$ cat src/rtl/aes128_round_ctrl.sv
// aes128_round_ctrl: sequences an iterative AES-128 round datapath, one round per clock
module aes128_round_ctrl #(
    parameter int NUM_ROUNDS = 10,
    parameter int CNT_W      = 16
) (
    input  logic             clk,
    input  logic             reset,
    input  logic             in_valid,
    output logic             in_ready,
    output logic             out_valid,
    input  logic             out_ready,
    input  logic             flush,
    output logic             ld_init,
    output logic             ld_round,
    output logic [3:0]       round_idx,
    output logic [7:0]       rcon,
    output logic             final_round,
    output logic             busy,
    output logic [CNT_W-1:0] blk_count
);
    typedef enum logic [1:0] {IDLE, ROUND, DONE} state_t;
    localparam logic [3:0] LAST = 4'(NUM_ROUNDS);
    state_t            state_q, state_d;
    logic [3:0]        round_idx_q, round_idx_d;
    logic [7:0]        rcon_q, rcon_d;
    logic [CNT_W-1:0]  blk_count_q, blk_count_d;
    logic              last_round;
    // state, round index, Rcon and completion counter registers
    always_ff @(posedge clk or negedge reset) begin
        if (!reset) begin
            state_q     <= IDLE;
            round_idx_q <= 4'd0;
            rcon_q      <= 8'h00;
            blk_count_q <= '0;
        end else begin
            state_q     <= state_d;
            round_idx_q <= round_idx_d;
            rcon_q      <= rcon_d;
            blk_count_q <= blk_count_d;
        end
    end
    // next-state: flush wins over accept and over the output handshake
    always_comb begin
        state_d     = state_q;
        round_idx_d = round_idx_q;
        rcon_d      = rcon_q;
        blk_count_d = blk_count_q;
        if (flush) begin
            state_d     = IDLE;
            round_idx_d = 4'd0;
            rcon_d      = 8'h00;
        end else begin
            case (state_q)
                IDLE: if (in_valid) begin
                    state_d     = ROUND;
                    round_idx_d = 4'd1;
                    rcon_d      = 8'h01;
                end
                ROUND: begin
                    rcon_d      = {rcon_q[6:0], 1'b0} ^ (rcon_q[7] ? 8'h1B : 8'h00);
                    round_idx_d = last_round ? 4'd0 : round_idx_q + 4'd1;
                    state_d     = last_round ? DONE : ROUND;
                end
                DONE: if (out_ready) begin
                    state_d     = IDLE;
                    blk_count_d = blk_count_q + CNT_W'(1);
                end
                default: state_d = IDLE;
            endcase
        end
    end
    assign last_round  = (round_idx_q == LAST);
    assign in_ready    = (state_q == IDLE);
    assign out_valid   = (state_q == DONE);
    assign busy        = (state_q != IDLE);
    assign ld_init     = (state_q == IDLE) && in_valid && !flush;
    assign ld_round    = (state_q == ROUND) && !flush;
    assign round_idx   = round_idx_q;
    assign rcon        = (state_q == ROUND) ? rcon_q : 8'h00;
    assign final_round = (state_q == ROUND) && last_round;
    assign blk_count   = blk_count_q;
endmodule

$ cat config.mk
export PLATFORM = sky130hd
export DESIGN_NAME = aes128_round_ctrl
export DESIGN_NICKNAME = d
export VERILOG_FILES = /design/src/rtl/aes128_round_ctrl.sv
export SDC_FILE = /design/constraint.sdc
export NUM_CORES = 1
export LEC_CHECK = 0
export BUFFER_PORTS_ARGS = -buffer_cell sky130_fd_sc_hd__buf_2
export CORE_UTILIZATION = 30
export CTS_CLUSTER_SIZE = 24
export DETAILED_ROUTE_END_ITERATION = 6
export GPL_TIMING_DRIVEN = 1
export MAX_ROUTING_LAYER = met4
export SKIP_CTS_REPAIR_TIMING = 1
export SYNTH_ARGS = -nofsm -noshare
export SYNTH_HDL_FRONTEND = slang
export SYNTH_SLANG_ARGS = --single-unit
$ cat constraint.sdc
create_clock -name clk -period 4.7 [get_ports clk]
set_input_delay 0.47 -clock clk [delete_from_list [all_inputs] [get_ports clk]]
set_output_delay 0.47 -clock clk [all_outputs]
set_load 0.005 [all_outputs]
==> impl_metrics.toml <==
[run_status]
status = "completed"

[global_routing]
grt_usage_pct = 12.8
grt-ovfl-total = 0
grt_pass1_vias = 1020
grt_pass1_wl_um = 4840
grt_max_degree = 31
antenna_found_initial = 0

[logic_synthesis]
syn-num-nets = 141
syn_avg_cell_area_um2 = 10.9
yosysWarnings = 0
yosysSeqAreaShare_pct = 51.8
synth_area_leaders = "dfrtp_1 (52%), xnor2_1 (6.0%), a22o_1 (4.8%)"
ys_types = 30
syn-cell-area_mm2 = 0.00145
syn_inst = 133
synth.ff_latch_count = 30
synth_top_area_share_pct = 51.8
yosys.area.top_type = "dfrtp_1"

[route]
drc = 0
dr.pass1.iters = 4
routedWlPerCell_um = 12.4
wirelength_um = 2810
drtIter0Drc = 19
drtAntennaViolNets = 0
vias_per_cell = 4.72
dr_total_vias = 1071

[clock_network]
cts_tree = "done"
clk_transition_reported_paths_ps = 60
cts-root-buf = "clkbuf_8"
insertion_delay_ps = 280
cts_buffers = 5
clkSinkCount = 30
cts_buffer_depth = 2
cts_htree_levels = 2

[timing]
max_slew_margin_pct = 55.9
post-route-period-util_pct = 44.5
worst_pin_slew_ps = 662
setup_viol_count_final = 0
drv_slew = 0
final_hold_viol_count = 0
rsz0062_at_grt = "false"
fin_worst_skew_ps = 2.70
fin_setup_tns_ps = 0
max_freq_ghz = 0.478
period_minus_slack_ps = 2090

[critical_path]
start_kind = "flop"
crit_family = "simple AND/OR/NAND/NOR gates"
arrival_ps = 1620
cp.buffers_inverters = 1
path_cells = "nand2b_1, nor2_1, buf_2"
endpoint_kind = "output port"
cp.depth = 3
worstSetupPathType = "reg2out"
crit_slowest_cell = "nor2_1"
crit_fanout = 8
slowest_delay_ps = 460
required_ps = 4230
r2r_cells = 5

[floorplanning]
dieHeight_um = 71.5
pin_count = 39
die_area_mm2 = 0.00511
core.rowCount = 24
die-width_um = 71.5
start_util_pct = 32.2
core_mm2 = 0.00450

[pwr]
switching_share_pct = 22.8
peakVddDrop_v = 0.000110
p_int_w = 0.000389
power_density_mw_per_mm2 = 284
switching_power_w = 0.000115
power_frac_seq_pct = 52.6
p_leak_nw = 0.963
pwr-share-clk_pct = 41.8
total_power_w = 0.000504
combPwrFrac_pct = 5.6

[cells_and_area]
n_antenna_cell = 0
finish.instance_area_mm2 = 0.00178
syn2layout_area_growth_pct = 22.6
nFillCells = 445
fin_nets = 182
drive_above_1_share_pct = 29.7
final_core_util_pct = 39.4

[min_path]
hold_path.class = "in2async"

[placement]
place.gp.congestion = 0.792
io_buffers = 38
dp_hpwl_um = 1940
dpl-instance-area_mm2 = 0.00169

[job]
cap_violations = 0
-- stage by stage --
step                setup slack [ps]  hold slack, ps  instances
floorplan                       3130             174        133
global placement                2870             454        219
detailed placement              2840             453        219
CTS                             2600             244        227
global route                    2480             270        227
finish                          2610             219        227
-- cell type report --
| class | instances | area [um^2] | share of cell area, % |
|---|---|---|---|
| multi-input combinational | 93 | 653 | 36.8 |
| clock inverter | 1 | 5.00 | 0.282 |
| timing repair buffer | 39 | 198 | 11.1 |
| clock buffer | 7 | 86.3 | 4.86 |
| inverter | 5 | 18.8 | 1.06 |
| sequential | 30 | 751 | 42.3 |
| tap | 52 | 65.1 | 3.66 |
-- path summary, 6_finish.rpt --
| kind | from | end | slack [ps] |
|---|---|---|---|
| max | state_q[1] | ld_round | 2610 |
| min | reset | blk_count[2] | 220 |
| max reg2reg | state_q[0] | blk_count[8] | 3060 |
| min reg2reg | blk_count[15] | blk_count[15] | 460 |
| max in group asynchronous | reset | rcon_q[5] | 4050 |
| min in group clk | blk_count[15] | blk_count[15] | 460 |
-- Yosys cell counts, drive strengths merged --
library cell / instances
and3b: 1
nor4bb: 1
nor3b: 2
and3: 3
or2: 2
a22o: 8
xnor2: 10
nand2: 7
dfrtp: 30
and4: 4
nand2b: 2
nand3: 4
buf: 2
nor2b: 2
o21ba: 1
and2: 8
o21ai: 3
or4: 1
nand3b: 1
nand4: 5
a21oi: 5
inv: 5
ha: 3
nor3: 4
nor2: 7
mux2: 1
xor2: 8
clkbuf: 3
-- layer usage --
metal / part of all wire (%) / vias up / GRT usage [%]
met5: 0 / - / -
met3: 5.4 / 2 / 5.49
met1: 51 / 495 / 16.1
met2: 44 / 30 / 18.7
li1: - / 544 / -
met4: 0.43 / 0 / 3.92
-- power by group through the flow --
stage / combinational [W] / sequential [W] / clock [W]
floorplan: 0.0000151 / 0.000269 / 0
global placement: 0.0000290 / 0.000270 / 0
detailed placement: 0.0000290 / 0.000270 / 0
CTS: 0.0000292 / 0.000265 / 0.000220
global route: 0.0000326 / 0.000265 / 0.000231
finish: 0.0000282 / 0.000265 / 0.000211
-- flip-flops by register name, summed over array words and instances (netlist names) --
name,count
state_q,2
rcon_q,8
blk_count,16
round_idx,4
-- layout by cell type, fill, tap and decap left out, types with 4 or more instances in the layout --
cell / n
nor2_1: 7
inv_1: 5
nand3_1: 4
nand4_1: 5
buf_2: 38
a21oi_1: 5
and2_1: 8
a22o_1: 8
xor2_1: 7
clkbuf_8: 6
and4_1: 4
nand2_1: 7
nor3_1: 4
dfrtp_1: 30
xnor2_1: 10
-- cells by family (layout without fill, tap and decap cells) --
logic type      Yosys count  after routing  share of synthesized area (%)
buf+inv                  10             52                           3.11
xor+xnor                 18             18                           11.4
flops                    30             30                           51.8
mux                       1              1                          0.777
fa+ha+maj                 3              3                           2.59
compound gates           17             17                           8.29
simple gates             54             54                           22.0
Note: power is estimated with default switching activity, not from simulation.
